$ cat src/rtl/eqn_code_lock.sv
// Multi-digit programmable code lock: push1 programs a DIGITS-long code, push2 enters attempts,
// with synchronised button edges, idle-entry timeout and a lockout after repeated failures.
module eqn_code_lock #(
  parameter int unsigned WIDTH       = 4,
  parameter int unsigned DIGITS      = 4,
  parameter int unsigned MAX_TRIES   = 3,
  parameter int unsigned LOCK_CYCLES = 1000,
  parameter int unsigned TIMEOUT     = 5000
) (
  input  logic                         clk,
  input  logic                         rst_n,
  input  logic [WIDTH-1:0]             no,
  input  logic                         push1,
  input  logic                         push2,
  output logic                         ledpin,
  output logic                         err,
  output logic                         locked,
  output logic                         code_valid,
  output logic [$clog2(DIGITS+1)-1:0]  digit_idx
);

  localparam int unsigned IW   = $clog2(DIGITS + 1);
  localparam int unsigned AW   = (DIGITS > 1) ? $clog2(DIGITS) : 1;
  localparam int unsigned FW   = $clog2(MAX_TRIES + 1);
  localparam int unsigned CMAX = (TIMEOUT > LOCK_CYCLES) ? TIMEOUT : LOCK_CYCLES;
  localparam int unsigned CW   = $clog2(CMAX + 1);

  typedef enum logic [2:0] {
    S_IDLE,
    S_PROG,
    S_ENTER,
    S_OPEN,
    S_LOCKOUT
  } state_t;

  state_t                       state;
  logic [2:0]                   p1_sync;
  logic [2:0]                   p2_sync;
  logic [DIGITS-1:0][WIDTH-1:0] code;
  logic [DIGITS-1:0][WIDTH-1:0] shadow;
  logic                         mismatch;
  logic [FW-1:0]                fails;
  logic [CW-1:0]                cnt;

  logic          ev1, ev2, both, p1_only, p2_only;
  logic          prog_acc, enter_acc, last, mm_next, timeout_hit, lock_done;
  logic [AW-1:0] idx;

  // Rising edge seen at the second sync stage versus the third
  assign ev1     = p1_sync[1] & ~p1_sync[2];
  assign ev2     = p2_sync[1] & ~p2_sync[2];
  assign both    = ev1 & ev2;
  assign p1_only = ev1 & ~ev2;
  assign p2_only = ev2 & ~ev1;

  assign idx         = AW'(digit_idx);
  assign last        = (digit_idx == IW'(DIGITS - 1));
  assign prog_acc    = p1_only & ((state == S_IDLE) | (state == S_PROG));
  assign enter_acc   = p2_only & (((state == S_IDLE) & code_valid) | (state == S_ENTER));
  assign mm_next     = ((state == S_ENTER) & mismatch) | (no != code[idx]);
  assign timeout_hit = (cnt == CW'(TIMEOUT - 1));
  assign lock_done   = (cnt == CW'(LOCK_CYCLES - 1));

  always_ff @(posedge clk or negedge rst_n) begin
    if (!rst_n) begin
      p1_sync <= '0;
      p2_sync <= '0;
    end else begin
      p1_sync <= {p1_sync[1:0], push1};
      p2_sync <= {p2_sync[1:0], push2};
    end
  end

  // Control FSM with registered outputs
  always_ff @(posedge clk or negedge rst_n) begin
    if (!rst_n) begin
      state      <= S_IDLE;
      code       <= '0;
      shadow     <= '0;
      mismatch   <= 1'b0;
      fails      <= '0;
      cnt        <= '0;
      ledpin     <= 1'b0;
      err        <= 1'b0;
      locked     <= 1'b0;
      code_valid <= 1'b0;
      digit_idx  <= '0;
    end else begin
      err <= 1'b0;
      if (prog_acc) begin
        cnt <= '0;
        if (last) begin
          code       <= shadow;
          code[idx]  <= no;
          code_valid <= 1'b1;
          digit_idx  <= '0;
          state      <= S_IDLE;
        end else begin
          shadow[idx] <= no;
          digit_idx   <= digit_idx + IW'(1);
          state       <= S_PROG;
        end
      end else if (enter_acc) begin
        cnt <= '0;
        if (last) begin
          digit_idx <= '0;
          mismatch  <= 1'b0;
          if (!mm_next) begin
            state  <= S_OPEN;
            ledpin <= 1'b1;
            fails  <= '0;
          end else begin
            err <= 1'b1;
            if (fails == FW'(MAX_TRIES - 1)) begin
              fails  <= FW'(MAX_TRIES);
              state  <= S_LOCKOUT;
              locked <= 1'b1;
            end else begin
              fails <= fails + FW'(1);
              state <= S_IDLE;
            end
          end
        end else begin
          mismatch  <= mm_next;
          digit_idx <= digit_idx + IW'(1);
          state     <= S_ENTER;
        end
      end else begin
        case (state)
          S_IDLE: begin
            if (both | p2_only) err <= 1'b1;
          end
          S_PROG, S_ENTER: begin
            if (both | ((state == S_PROG) & p2_only) | ((state == S_ENTER) & p1_only))
              err <= 1'b1;
            // Abort leaves code, code_valid and fail count untouched
            if (timeout_hit) begin
              err       <= 1'b1;
              digit_idx <= '0;
              mismatch  <= 1'b0;
              cnt       <= '0;
              state     <= S_IDLE;
            end else begin
              cnt <= cnt + CW'(1);
            end
          end
          S_OPEN: begin
            if (both) begin
              err <= 1'b1;
            end else if (ev1 | ev2) begin
              ledpin <= 1'b0;
              state  <= S_IDLE;
            end
          end
          S_LOCKOUT: begin
            if (lock_done) begin
              cnt    <= '0;
              fails  <= '0;
              locked <= 1'b0;
              state  <= S_IDLE;
            end else begin
              cnt <= cnt + CW'(1);
            end
          end
          default: state <= S_IDLE;
        endcase
      end
    end
  end

endmodule

$ cat config.mk
export PLATFORM = sky130hd
export DESIGN_NAME = eqn_code_lock
export DESIGN_NICKNAME = d
export VERILOG_FILES = /design/src/rtl/eqn_code_lock.sv
export SDC_FILE = /design/constraint.sdc
export NUM_CORES = 1
export LEC_CHECK = 0
export ABC_AREA = 1
export BUFFER_PORTS_ARGS = -buffer_cell sky130_fd_sc_hd__buf_4
export CAP_MARGIN = 20
export CORE_MARGIN = 2
export CORE_UTILIZATION = 50
export CTS_CLUSTER_DIAMETER = 40
export DETAILED_ROUTE_END_ITERATION = 10
export GPL_ROUTABILITY_DRIVEN = 0
export PLACE_DENSITY = 0.65
export REMOVE_ABC_BUFFERS = 1
export SYNTH_ARGS = -nofsm -noshare
export SYNTH_HDL_FRONTEND = slang
export SYNTH_SLANG_ARGS = --single-unit
$ cat constraint.sdc
create_clock -name clk -period 2.3 [get_ports clk]
set_clock_uncertainty 0.1 [all_clocks]
set_input_delay 0.345 -clock clk [delete_from_list [all_inputs] [get_ports clk]]
set_output_delay 0.345 -clock clk [all_outputs]
set_load 0.03 [all_outputs]
# Word level (Yosys, flattened, before mapping)
# Index checks and enable logic that the tools add are counted.
[word_totals]
elab_cells = 143
ff_bits = 64
output_inout_bits = 7
[op_classes]
n_eq_ne = 19
order_cmp = 2
n_addsub = 3
bitwise = 24
muxes = 56
n_reduce_logical = 20
[ops]
columns = ["operator", "n"]
rows = [
  ["$mux 13", 4],
  ["$mux 3", 13],
  ["$pmux 13 s2", 1],
  ["$mux 1", 25],
  ["$bwmux 16", 1],
  ["$ne 4x4->1 const B", 4],
  ["$add 13x1->13 const B", 1],
  ["$eq 13x10->1 const B", 1],
  ["$eq 13x13->1 const B", 1],
  ["$mux 2", 6],
  ["$pmux 3 s4", 1],
  ["$reduce_and 6->1", 2],
  ["$reduce_bool 2->1", 6],
  ["$and 1x1->1", 11],
  ["$eq 3x2->1 const B", 3],
  ["$bmux 4 s2", 1],
  ["$demux 4 s2", 1],
  ["$mux 4", 2],
  ["$ne 2x1->1 const B", 4],
  ["$or 1x1->1", 7],
  ["$not 1->1", 6],
  ["$reduce_and 2->1", 3],
  ["$reduce_bool 3->1", 2],
  ["$reduce_and 5->1", 1],
  ["17 further kinds", 17],
]

# Logic depth before layout (Yosys ltp)
# Gate-level depths: netlist of run 1.
[depth]
ltp_word = 12
ltp_mapped = 13
depth_no_buf = 13

# Worst setup path before layout of run 1
# OpenSTA, ideal clock, no wires.
[synth_timing]
path_type = "reg-to-reg"
startpoint = "register digit_idx[1]"
endpoint = "register code[11] (netlist name)"
n_path_buf = 2
setup_slack_ns = 0.313
t_required_ns = 2.084
arrival_time_ns = 1.770
setup_ns = 0.116
period_less_slack_ns = 1.987
stages_incl_launch_ff = 11
path_cell_list = "dfrtp_1 > ha_1 > buf_2 > inv_1 > nor2_2 > inv_1 > nor2_4 > inv_2 > buf_2 > nand2_1 > nand2_1"
[synth_via]
elab_chain_len = 5
word_cells_on_any_way = 8
[synth_rtl]
columns = ["element", "line_no", "rtl"]
rows = [
  ["start, declared", "19", "output logic [$clog2(DIGITS+1)-1:0] digit_idx"],
  ["start signal, assigned", "100", "digit_idx <= digit_idx + IW'(1);"],
  ["start signal, assigned", "125", "digit_idx <= digit_idx + IW'(1);"],
  ["$lt 2x3->1 (not written as such) / $ge 2x1->1 (equally long branches)", "94", "code[idx] <= no;"],
  ["$logic_and 1x1->1 (not written as such)", "94", ""],
  ["$mux 4 (not written as such)", "94", ""],
  ["$demux 4 s2", "94", ""],
  ["$bwmux 16", "94", ""],
  ["end signal, assigned", "93", "code <= shadow;"],
  ["end signal, assigned by index", "94", ""],
  ["end, declared", "39", "logic [DIGITS-1:0][WIDTH-1:0] code;"],
]
# Parallel ways exist; a longest one is shown, timed or not.
# A chain may end at the register's enable or synchronous reset.

# Worst setup path after layout of run 1
[layout_timing]
startpoint = "register p2_sync[1]"
endpoint = "register cnt[2]"
[layout_via]
elab_chain_len = 5
word_cells_on_any_way = 9
[layout_rtl]
columns = ["element", "line_no", "rtl"]
rows = [
  ["start, declared", "38", "logic [2:0] p2_sync;"],
  ["start signal, assigned", "70", "p2_sync <= {p2_sync[1:0], push2};"],
  ["$and 1x1->1 *", "51", "assign ev2 = p2_sync[1] & ~p2_sync[2];"],
  ["$and 1x1->1 / $not 1->1 (equally long branches)", "54, 53", ""],
  ["$and 1x1->1 (on tied branches)", "59, 53", ""],
  ["$mux 13 / $and 1x1->1 (equally long branches)", "103, 58", ""],
  ["$mux 13 / $reduce_bool 4->1 (equally long branches)", "--", ""],
  ["end signal, assigned", "144", "cnt <= cnt + CW'(1);"],
  ["end signal, assigned", "162", "cnt <= cnt + CW'(1);"],
  ["end, declared", "43", "logic [CW-1:0] cnt;"],
]
# Every way passes the cells marked *; elsewhere a longest branch is shown, timed or not.

==> flow_metrics.env, run 1 <==
export IMPL_drt_first_pass_iters=4
export IMPL_rsz0062_at_grt="no"
export IMPL_place_area_um2=3580
export IMPL_die_y_um=86.5
export IMPL_power_density_nw_per_um2=1170
export IMPL_setup_viol=0
export IMPL_maxSlewHeadroom_pct=46.3
export IMPL_synth_area_leader_cell="dfrtp_1"
export IMPL_antenna_found_initial=0
export IMPL_hold_path_class="in2async"
export IMPL_drc=0
export IMPL_ys_seq_area_share_pct=47.0
export IMPL_synthDistinctLibCells=34
export IMPL_cp_arrival_ns=2.23
export IMPL_violations="hold timing"
export IMPL_ys_ff_latch=64
export IMPL_worst_path_max_fanout=15
export IMPL_cts_max_level=3
export IMPL_ant_nets=0
export IMPL_synth_top_cell_area_share_pct=47.0
export IMPL_die_x_um=86.5
export IMPL_final_common_cell="nand2_1"
export IMPL_multiInputGateArea_um2=1540
export IMPL_regArea_um2=1600
export IMPL_critPathKind="reg2reg"
export IMPL_via_per_inst=5.08
export IMPL_start_util_pct=51.0
export IMPL_drt_wirelength_per_cell_um=12.7
export IMPL_grt_overflow_total=0
export IMPL_fin_area_um2=3820
export IMPL_cts_made_buffers=9
export IMPL_die_area_um2=7480
export IMPL_clkLatencyLatePin_ns=0.34
export IMPL_p_leak_nw=1.89
export IMPL_fill_cells=636
export IMPL_post_route_util_pct=57.2
export IMPL_grt_pass1_vias=2651
export IMPL_dr_total_vias=2786
export IMPL_ioPinCount=15
export IMPL_fin_crit_sh_pct=89.8
export IMPL_setup_tns_ns=0
export IMPL_cap_violations=0
export IMPL_hpwl_um=4810
export IMPL_holdWs_ns=-0.0119
export IMPL_most_common_layout_cells="nand2_1, dfrtp_1, inv_1"
export IMPL_area_growth_pct=12.3
export IMPL_rows=30
export IMPL_synth_warnings=0
export IMPL_clock_tree_root_cell="clkbuf_8"
export IMPL_clk_path_buf_depth=2
export IMPL_tightest_slew_ns=0.805
export IMPL_timing_critical_path_from="p2_sync[1]$_DFF_PN0_"
export IMPL_worst_setup_path_start_kind="flop"
export IMPL_port_buffers=14
export IMPL_first_iter_violations=84
export IMPL_status="finished, violations left"
export IMPL_core_area_um2=6680
export IMPL_diodes=0
export IMPL_synth_avg_cell_area_um2=7.72
export IMPL_layout_drive_gt1_share_pct=13.2
export IMPL_hold_viol=18
export IMPL_maxClockFrequency_mhz=484
export IMPL_final_nets=480
export IMPL_clkSlewWorstSetupHoldPaths_ns=0.07
export IMPL_cts_tree="built"
export IMPL_track_usage_pct=20.5
export IMPL_synthTopCellsByArea="dfrtp_1, nand2_1, o21ai_0"
export IMPL_crit_path_end_kind="flop"
export IMPL_grt_max_degree=65
export IMPL_slew_violations=0
export IMPL_syn_inst=441
export IMPL_cp_required_ns=2.46
export IMPL_wl_um=6980
export IMPL_reg2reg_from="p2_sync[1]$_DFF_PN0_"
export IMPL_cts_sinks=64
export IMPL_synth_area_um2=3400
export IMPL_fin_crit_ns=2.06
export IMPL_vdd_drop_max_mv=0.564
export IMPL_grt_pass1_wl_um=11800
## worst max-delay path: stages (launching register included)
cell     delay (ns)
dfrtp_1        0.35
inv_1          0.05
nor2_2         0.18
inv_1          0.09
ha_1           0.20
inv_1          0.11
nor3_4         0.07
nor2_4         0.23
nand2_4        0.16
nand2_1        0.18
inv_2          0.11
nor3b_2        0.16
## per-layer routing
layer / vias up / wire length (µm) / GRT usage [%]
li1: 1435 / - / -
met1: 1305 / 3350 / 25.5
met2: 34 / 3320 / 34.1
met3: 12 / 210 / 5.71
met4: 0 / 94 / 7.53
met5: - / 0 / 0
## per-stage QoR
step / power (W) / instances / setup slack, ns
2_1_floorplan: 0.00300 / 432 / 0.192
3_3_place_gp: 0.00345 / 529 / 0.181
3_5_place_dp: 0.00349 / 529 / 0.114
4_1_cts: 0.00452 / 546 / 0.0923
5_1_grt: 0.00488 / 548 / 0.0224
6_report: 0.00448 / 548 / 0.235
## cells in the mapped netlist
library cell / n
nand3b_1: 2
nor2_4: 3
a21boi_0: 1
nand2_4: 1
o21ai_1: 7
inv_1: 47
ha_1: 8
clkbuf_2: 1
buf_2: 5
nand2_2: 7
xor2_1: 5
o21bai_1: 1
dfrtp_1: 64
nand4_1: 8
or2_0: 1
nor2_8: 1
a21oi_1: 6
nor3b_2: 1
o22ai_1: 1
nor3_4: 1
inv_2: 6
buf_8: 1
a21oi_2: 1
nor2_1: 32
nor3b_1: 1
buf_4: 1
nor3_1: 5
buf_6: 1
nor2_2: 3
nand3_1: 30
and3_2: 1
o21ai_0: 36
nand2_1: 150
nor3_2: 2
## flip-flops by register name, indices dropped and copies added, names as in the netlist, 2 cells and up
signal and flops:
code 16, shadow 16, cnt 13, digit_idx 3, p1_sync 3, p2_sync 3
state 3, fails 2
## worst paths after layout
| kind | end | depth (start not counted) | slack (ns) |
|---|---|---|---|
| min reg2reg | p2_sync[1]$_DFF_PN0_ | 0 | 0.26 |
| min | cnt[10]$_DFFE_PN0P_ | 1 | -0.01 |
| max | cnt[2]$_DFFE_PN0P_ | 11 | 0.24 |
| max in group asynchronous | code[13]$_DFFE_PN0P_ | 1 | 1.57 |
| min in group clk | p2_sync[1]$_DFF_PN0_ | 0 | 0.26 |
| max reg2reg | cnt[2]$_DFFE_PN0P_ | 11 | 0.24 |
## cell families after synthesis
kind of cell | after synthesis | share of synthesized area, %
AO/OA/AOI/OAI | 53 | 8.09
XOR/XNOR | 5 | 1.29
adder cells (fa/ha/maj) | 8 | 2.94
buffers and inverters | 62 | 7.72
flip-flops | 64 | 47.0
AND/OR/NAND/NOR | 249 | 32.9
## final cells by class
class	count	area share, %
clock buffers	12	4.32
clock inverters	3	1.05
flip-flops and latches	64	41.9
repair buffers	21	4.58
inverters	53	5.20
multi-input cells	315	40.3
well taps	80	2.62
## power by group
| part | switching, W | internal (W) | total, W |
|---|---|---|---|
| logic | 0.00116 | 0.000589 | 0.00175 |
| registers | 0.000228 | 0.00150 | 0.00173 |
| clock network | 0.000419 | 0.000580 | 0.000998 |
## timing repair
action,in CTS,in global routing
endpoints found under the setup margin,0,30
hold endpoints to repair,2,0
hold buffers,2,0
resized for setup,0,1
setup buffers,0,2
(Power assumes the default switching activity.)
==> inputs of run 2 (changes only) <==
==> constraint.sdc (replaced) <==
create_clock -name clk -period 2.3 [get_ports clk]
set_clock_uncertainty 0.1 [all_clocks]
set_input_delay 0.23 -clock clk [delete_from_list [all_inputs] [get_ports clk]]
set_output_delay 0.23 -clock clk [all_outputs]
set_load 0.03 [all_outputs]
==> flow_metrics.env, run 2 (synthesis gave the netlist of run 1 again) <==
export IMPL_status="finished, final reports clean"
export IMPL_start_util_pct=51.0
export IMPL_core_area_um2=6680
export IMPL_clk_path_buf_depth=2
export IMPL_layout_drive_gt1_share_pct=13.2
export IMPL_hpwl_um=4810
export IMPL_drt_wirelength_per_cell_um=12.7
export IMPL_cp_arrival_ns=2.22
export IMPL_top_regs="code: 16 flops, shadow: 16 flops, cnt: 13 flops"
export IMPL_drt_first_pass_iters=4
export IMPL_first_iter_violations=85
export IMPL_port_buffers=14
export IMPL_hold_viol=0
export IMPL_grt_pass1_wl_um=11800
export IMPL_die_x_um=86.5
export IMPL_finalPower_w=0.00448
export IMPL_tightest_slew_ns=0.808
export IMPL_slowest_delay_ns=0.35
export IMPL_grt_overflow_total=0
export IMPL_maxSlewHeadroom_pct=46.1
export IMPL_cap_violations=0
export IMPL_power_density_nw_per_um2=1170
export IMPL_maxClockFrequency_mhz=484
export IMPL_cts_max_level=3
export IMPL_worstPathCellList="inv_1, nor2_2, inv_1, ha_1, inv_1, nor3_4, nor2_4, nand2_4, nand2_1, inv_2, nor3b_2"
export IMPL_rsz0062_at_grt="no"
export IMPL_place_area_um2=3580
export IMPL_final_nets=481
export IMPL_final_common_cell="nand2_1"
export IMPL_via_per_inst=5.09
export IMPL_dr_total_vias=2796
export IMPL_place_inst=529
export IMPL_drc=0
export IMPL_track_usage_pct=20.5
export IMPL_slew_violations=0
export IMPL_diodes=0
export IMPL_setup_tns_ns=0
export IMPL_grt_max_degree=65
export IMPL_cp_required_ns=2.46
export IMPL_cp_slowest_cell="dfrtp_1"
export IMPL_area_growth_pct=12.6
export IMPL_cts_tree="built"
export IMPL_cts_made_buffers=9
export IMPL_cpMostUsedCell="inv_1"
export IMPL_cts_sinks=64
export IMPL_ioPinCount=15
export IMPL_rows=30
export IMPL_clkSlewWorstSetupHoldPaths_ns=0.07
export IMPL_fin_cells=549
export IMPL_hold_path_class="in2reg"
export IMPL_die_area_um2=7480
export IMPL_critPathKind="reg2reg"
export IMPL_critPathBufInv=4
export IMPL_antenna_found_initial=0
export IMPL_wl_um=6970
export IMPL_vdd_drop_max_mv=0.564
export IMPL_holdWs_ns=0.210
export IMPL_crit_path_end_kind="flop"
export IMPL_clock_tree_root_cell="clkbuf_8"
export IMPL_p_leak_nw=1.89
export IMPL_crit_family="simple AND/OR/NAND/NOR gates"
export IMPL_fin_crit_ns=2.06
export IMPL_clkLatencyLatePin_ns=0.34
export IMPL_most_common_layout_cells="nand2_1, dfrtp_1, inv_1"
export IMPL_grt_pass1_vias=2651
export IMPL_setup_viol=0
export IMPL_worst_setup_path_start_kind="flop"
export IMPL_fin_crit_sh_pct=89.8
export IMPL_die_y_um=86.5
export IMPL_worst_path_max_fanout=15
export IMPL_ant_nets=0
export IMPL_fin_area_um2=3830
-- run 2: metal layers --
layer	track usage, %	vias to the layer above	share of wire, %
li1	-	1438	-
met2	34.1	38	48
met1	25.5	1308	48
met3	5.71	12	3.3
met5	0	-	0
met4	7.53	0	1.3
-- run 2: metrics by stage --
stage,worst slack [ns],util (%)
after floorplan,0.192,-
after global placement,0.181,53.6
after detailed placement,0.114,53.6
after CTS,0.0923,57.1
after global routing,0.0224,57.4
final,0.235,57.4
-- run 2: repair_timing --
action | 4_1_cts | 5_1_grt
endpoints found under the hold margin | 66 | 0
endpoints found under the setup margin | 0 | 30
gates resized for setup | 0 | 1
setup buffers | 0 | 2
hold buffers | 3 | 0
-- run 2: path summary, 6_finish.rpt --
path                                              to  cells after the start  slack (ns)                  from
min in group asynchronous        cnt[10]$_DFFE_PN0P_                      2        0.42                 rst_n
worst min register to register  p2_sync[1]$_DFF_PN0_                      0        0.26  p2_sync[0]$_DFF_PN0_
worst min-delay path             code[4]$_DFFE_PN0P_                      5        0.21                 no[0]
max in group asynchronous       code[13]$_DFFE_PN0P_                      2        1.14                 rst_n
worst max-delay path              cnt[2]$_DFFE_PN0P_                     11        0.24  p2_sync[1]$_DFF_PN0_
worst max register to register    cnt[2]$_DFFE_PN0P_                     11        0.24  p2_sync[1]$_DFF_PN0_
-- run 2: layout make-up --
| class | count | area [µm²] |
|---|---|---|
| tap | 80 | 100 |
| clock buffer | 12 | 165 |
| clock inverter | 3 | 40.0 |
| inverter | 53 | 199 |
| timing repair buffer | 22 | 185 |
| sequential | 64 | 1600 |
| fill | 635 | 2850 |
| multi-input combinational | 315 | 1540 |
-- run 2: power by group --
group | internal [W] | switching [W]
Clock | 0.000580 | 0.000418
Sequential | 0.00150 | 0.000228
Combinational | 0.000590 | 0.00116
-- run 2: worst register-to-register path, delay by kind of cell (launching register included) --
kind,cells,cell delay [ns]
and+or+nand+nor,6,0.98
adders and majority gates,1,0.20
buffers and inverters,4,0.36
DFF,1,0.35
==> inputs of run 3 (changes only) <==
--- a/config.mk
+++ b/config.mk
@@ -15,6 +15,7 @@
 export GPL_ROUTABILITY_DRIVEN = 0
 export PLACE_DENSITY = 0.65
 export REMOVE_ABC_BUFFERS = 1
+export SKIP_LAST_GASP = 1
 export SYNTH_ARGS = -nofsm -noshare
 export SYNTH_HDL_FRONTEND = slang
 export SYNTH_SLANG_ARGS = --single-unit
==> constraint.sdc (replaced) <==
create_clock -name clk -period 2.2 [get_ports clk]
set_clock_uncertainty 0.1 [all_clocks]
set_input_delay 0.22 -clock clk [delete_from_list [all_inputs] [get_ports clk]]
set_output_delay 0.22 -clock clk [all_outputs]
set_load 0.03 [all_outputs]
==> flow_metrics.env, run 3 (synthesis gave the netlist of run 1 again) <==
export IMPL_status="finished, final reports clean"
export IMPL_final_common_cell="nand2_1"
export IMPL_r2r_end="shadow[14]$_DFFE_PN0P_"
export IMPL_place_inst=530
export IMPL_hold_viol=0
export IMPL_rows=30
export IMPL_dr_total_vias=2799
export IMPL_worst_hold_startpoint="no[2]"
export IMPL_slew_violations=0
export IMPL_diodes=0
export IMPL_top_regs="code: 16 flops, shadow: 16 flops, cnt: 13 flops"
export IMPL_maxClockFrequency_mhz=491
export IMPL_drc=0
export IMPL_fin_crit_sh_pct=92.5
export IMPL_p_leak_nw=1.90
export IMPL_tightest_slew_ns=0.794
export IMPL_whs_path_depth=5
export IMPL_cp_required_ns=2.35
export IMPL_rsz0062_at_grt="no"
export IMPL_worst_path_max_fanout=33
export IMPL_place_area_um2=3590
export IMPL_cts_sinks=64
export IMPL_reg2reg_depth=11
export IMPL_fin_crit_ns=2.04
export IMPL_grt_overflow_total=0
export IMPL_power_density_nw_per_um2=1230
export IMPL_cts_made_buffers=9
export IMPL_port_buffers=14
export IMPL_antenna_found_initial=0
export IMPL_die_x_um=86.5
export IMPL_grt_max_degree=65
export IMPL_clkLatencyLatePin_ns=0.33
export IMPL_hpwl_um=4910
export IMPL_cts_max_level=3
export IMPL_cts_tree="built"
export IMPL_die_area_um2=7480
export IMPL_clkSlewWorstSetupHoldPaths_ns=0.07
export IMPL_ioPinCount=15
export IMPL_clk_path_buf_depth=2
export IMPL_ant_nets=0
export IMPL_via_per_inst=5.07
export IMPL_setup_viol=0
export IMPL_maxSlewHeadroom_pct=47.1
export IMPL_crit_path_end_kind="flop"
export IMPL_grt_pass1_wl_um=12100
export IMPL_cp_arrival_ns=2.19
export IMPL_reg2reg_from="p1_sync[1]$_DFF_PN0_"
export IMPL_die_y_um=86.5
export IMPL_worst_setup_path_start_kind="flop"
export IMPL_area_growth_pct=13.5
export IMPL_drt_first_pass_iters=4
export IMPL_clock_tree_root_cell="clkbuf_8"
export IMPL_rrSetupSlack_ns=0.16
export IMPL_core_area_um2=6680
export IMPL_final_nets=483
export IMPL_fin_area_um2=3860
export IMPL_hold_path_class="in2reg"
export IMPL_drt_wirelength_per_cell_um=12.9
export IMPL_holdPathEnd="code[6]$_DFFE_PN0P_"
export IMPL_setup_tns_ns=0
export IMPL_cap_violations=0
export IMPL_grt_pass1_vias=2660
export IMPL_vdd_drop_max_mv=0.678
export IMPL_first_iter_violations=118
export IMPL_track_usage_pct=21.0
export IMPL_layout_drive_gt1_share_pct=13.8
export IMPL_start_util_pct=51.0
export IMPL_most_common_layout_cells="nand2_1, dfrtp_1, inv_1"
export IMPL_fin_cells=552
export IMPL_critPathKind="reg2reg"
export IMPL_finalPower_w=0.00476
export IMPL_wl_um=7120
==> run 3: how the worst max path moves through the flow <==
stage / start / end / slack, ns / cells past startpoint
final: p1_sync[1]$_DFF_PN0_ / shadow[14]$_DFFE_PN0P_ / 0.16 / 11
after global routing: p1_sync[1]$_DFF_PN0_ / shadow[4]$_DFFE_PN0P_ / 0.01 / 11
after CTS: p2_sync[1]$_DFF_PN0_ / code[12]$_DFFE_PN0P_ / 0.001 / 11
after detailed placement: p2_sync[1]$_DFF_PN0_ / cnt[2]$_DFFE_PN0P_ / 0.03 / 11
after global placement: p2_sync[2]$_DFF_PN0_ / cnt[2]$_DFFE_PN0P_ / 0.08 / 10
after floorplan: digit_idx[0]$_DFFE_PN0P_ / code[0]$_DFFE_PN0P_ / 0.09 / 8
==> run 3: power by group <==
part	switching [W]	internal (W)
registers	0.000237	0.00157
clock network	0.000435	0.000646
logic	0.00124	0.000631
total	0.00191	0.00285
==> run 3: critical path: stages (launching register included) <==
cell     delay, ns
dfrtp_1       0.35
inv_1         0.04
nor2_1        0.17
ha_1          0.19
inv_1         0.07
nor3_4        0.21
inv_1         0.18
buf_4         0.18
nor2_2        0.13
buf_12        0.18
nand2_1       0.06
o21ai_1       0.09
==> run 3: metal layers <==
| metal | wire length (µm) | global-route usage (%) |
|---|---|---|
| met2 | 3480 | 34.8 |
| met5 | 0 | 0 |
| met1 | 3380 | 27.2 |
| met4 | 47 | 6.82 |
| met3 | 217 | 5.14 |
==> run 3: repair_timing <==
action                                 in CTS  in global routing
endpoints found under the hold margin      66                  0
hold buffers                                3                  0
setup buffers                               0                  3
resized for setup                           0                  2
setup endpoints to repair                   0                 35
==> run 3: per-stage QoR <==
step / hold slack (ns) / util, % / worst slack, ns
5_1_grt: 0.203 / 57.8 / 0.0115
3_5_place_dp: 0.231 / 53.7 / 0.0307
2_1_floorplan: -0.176 / - / 0.0924
4_1_cts: 0.173 / 57.4 / 0.00141
3_3_place_gp: 0.230 / 53.7 / 0.0779
6_report: 0.196 / 57.8 / 0.165
==> run 3: final cells by class <==
cell class	count	area [µm²]
timing repair buffer	24	200
clock buffer	14	183
multi-input combinational	315	1550
inverter	53	199
clock inverter	2	35.0
fill	616	2820
tap	80	100
sequential	64	1600
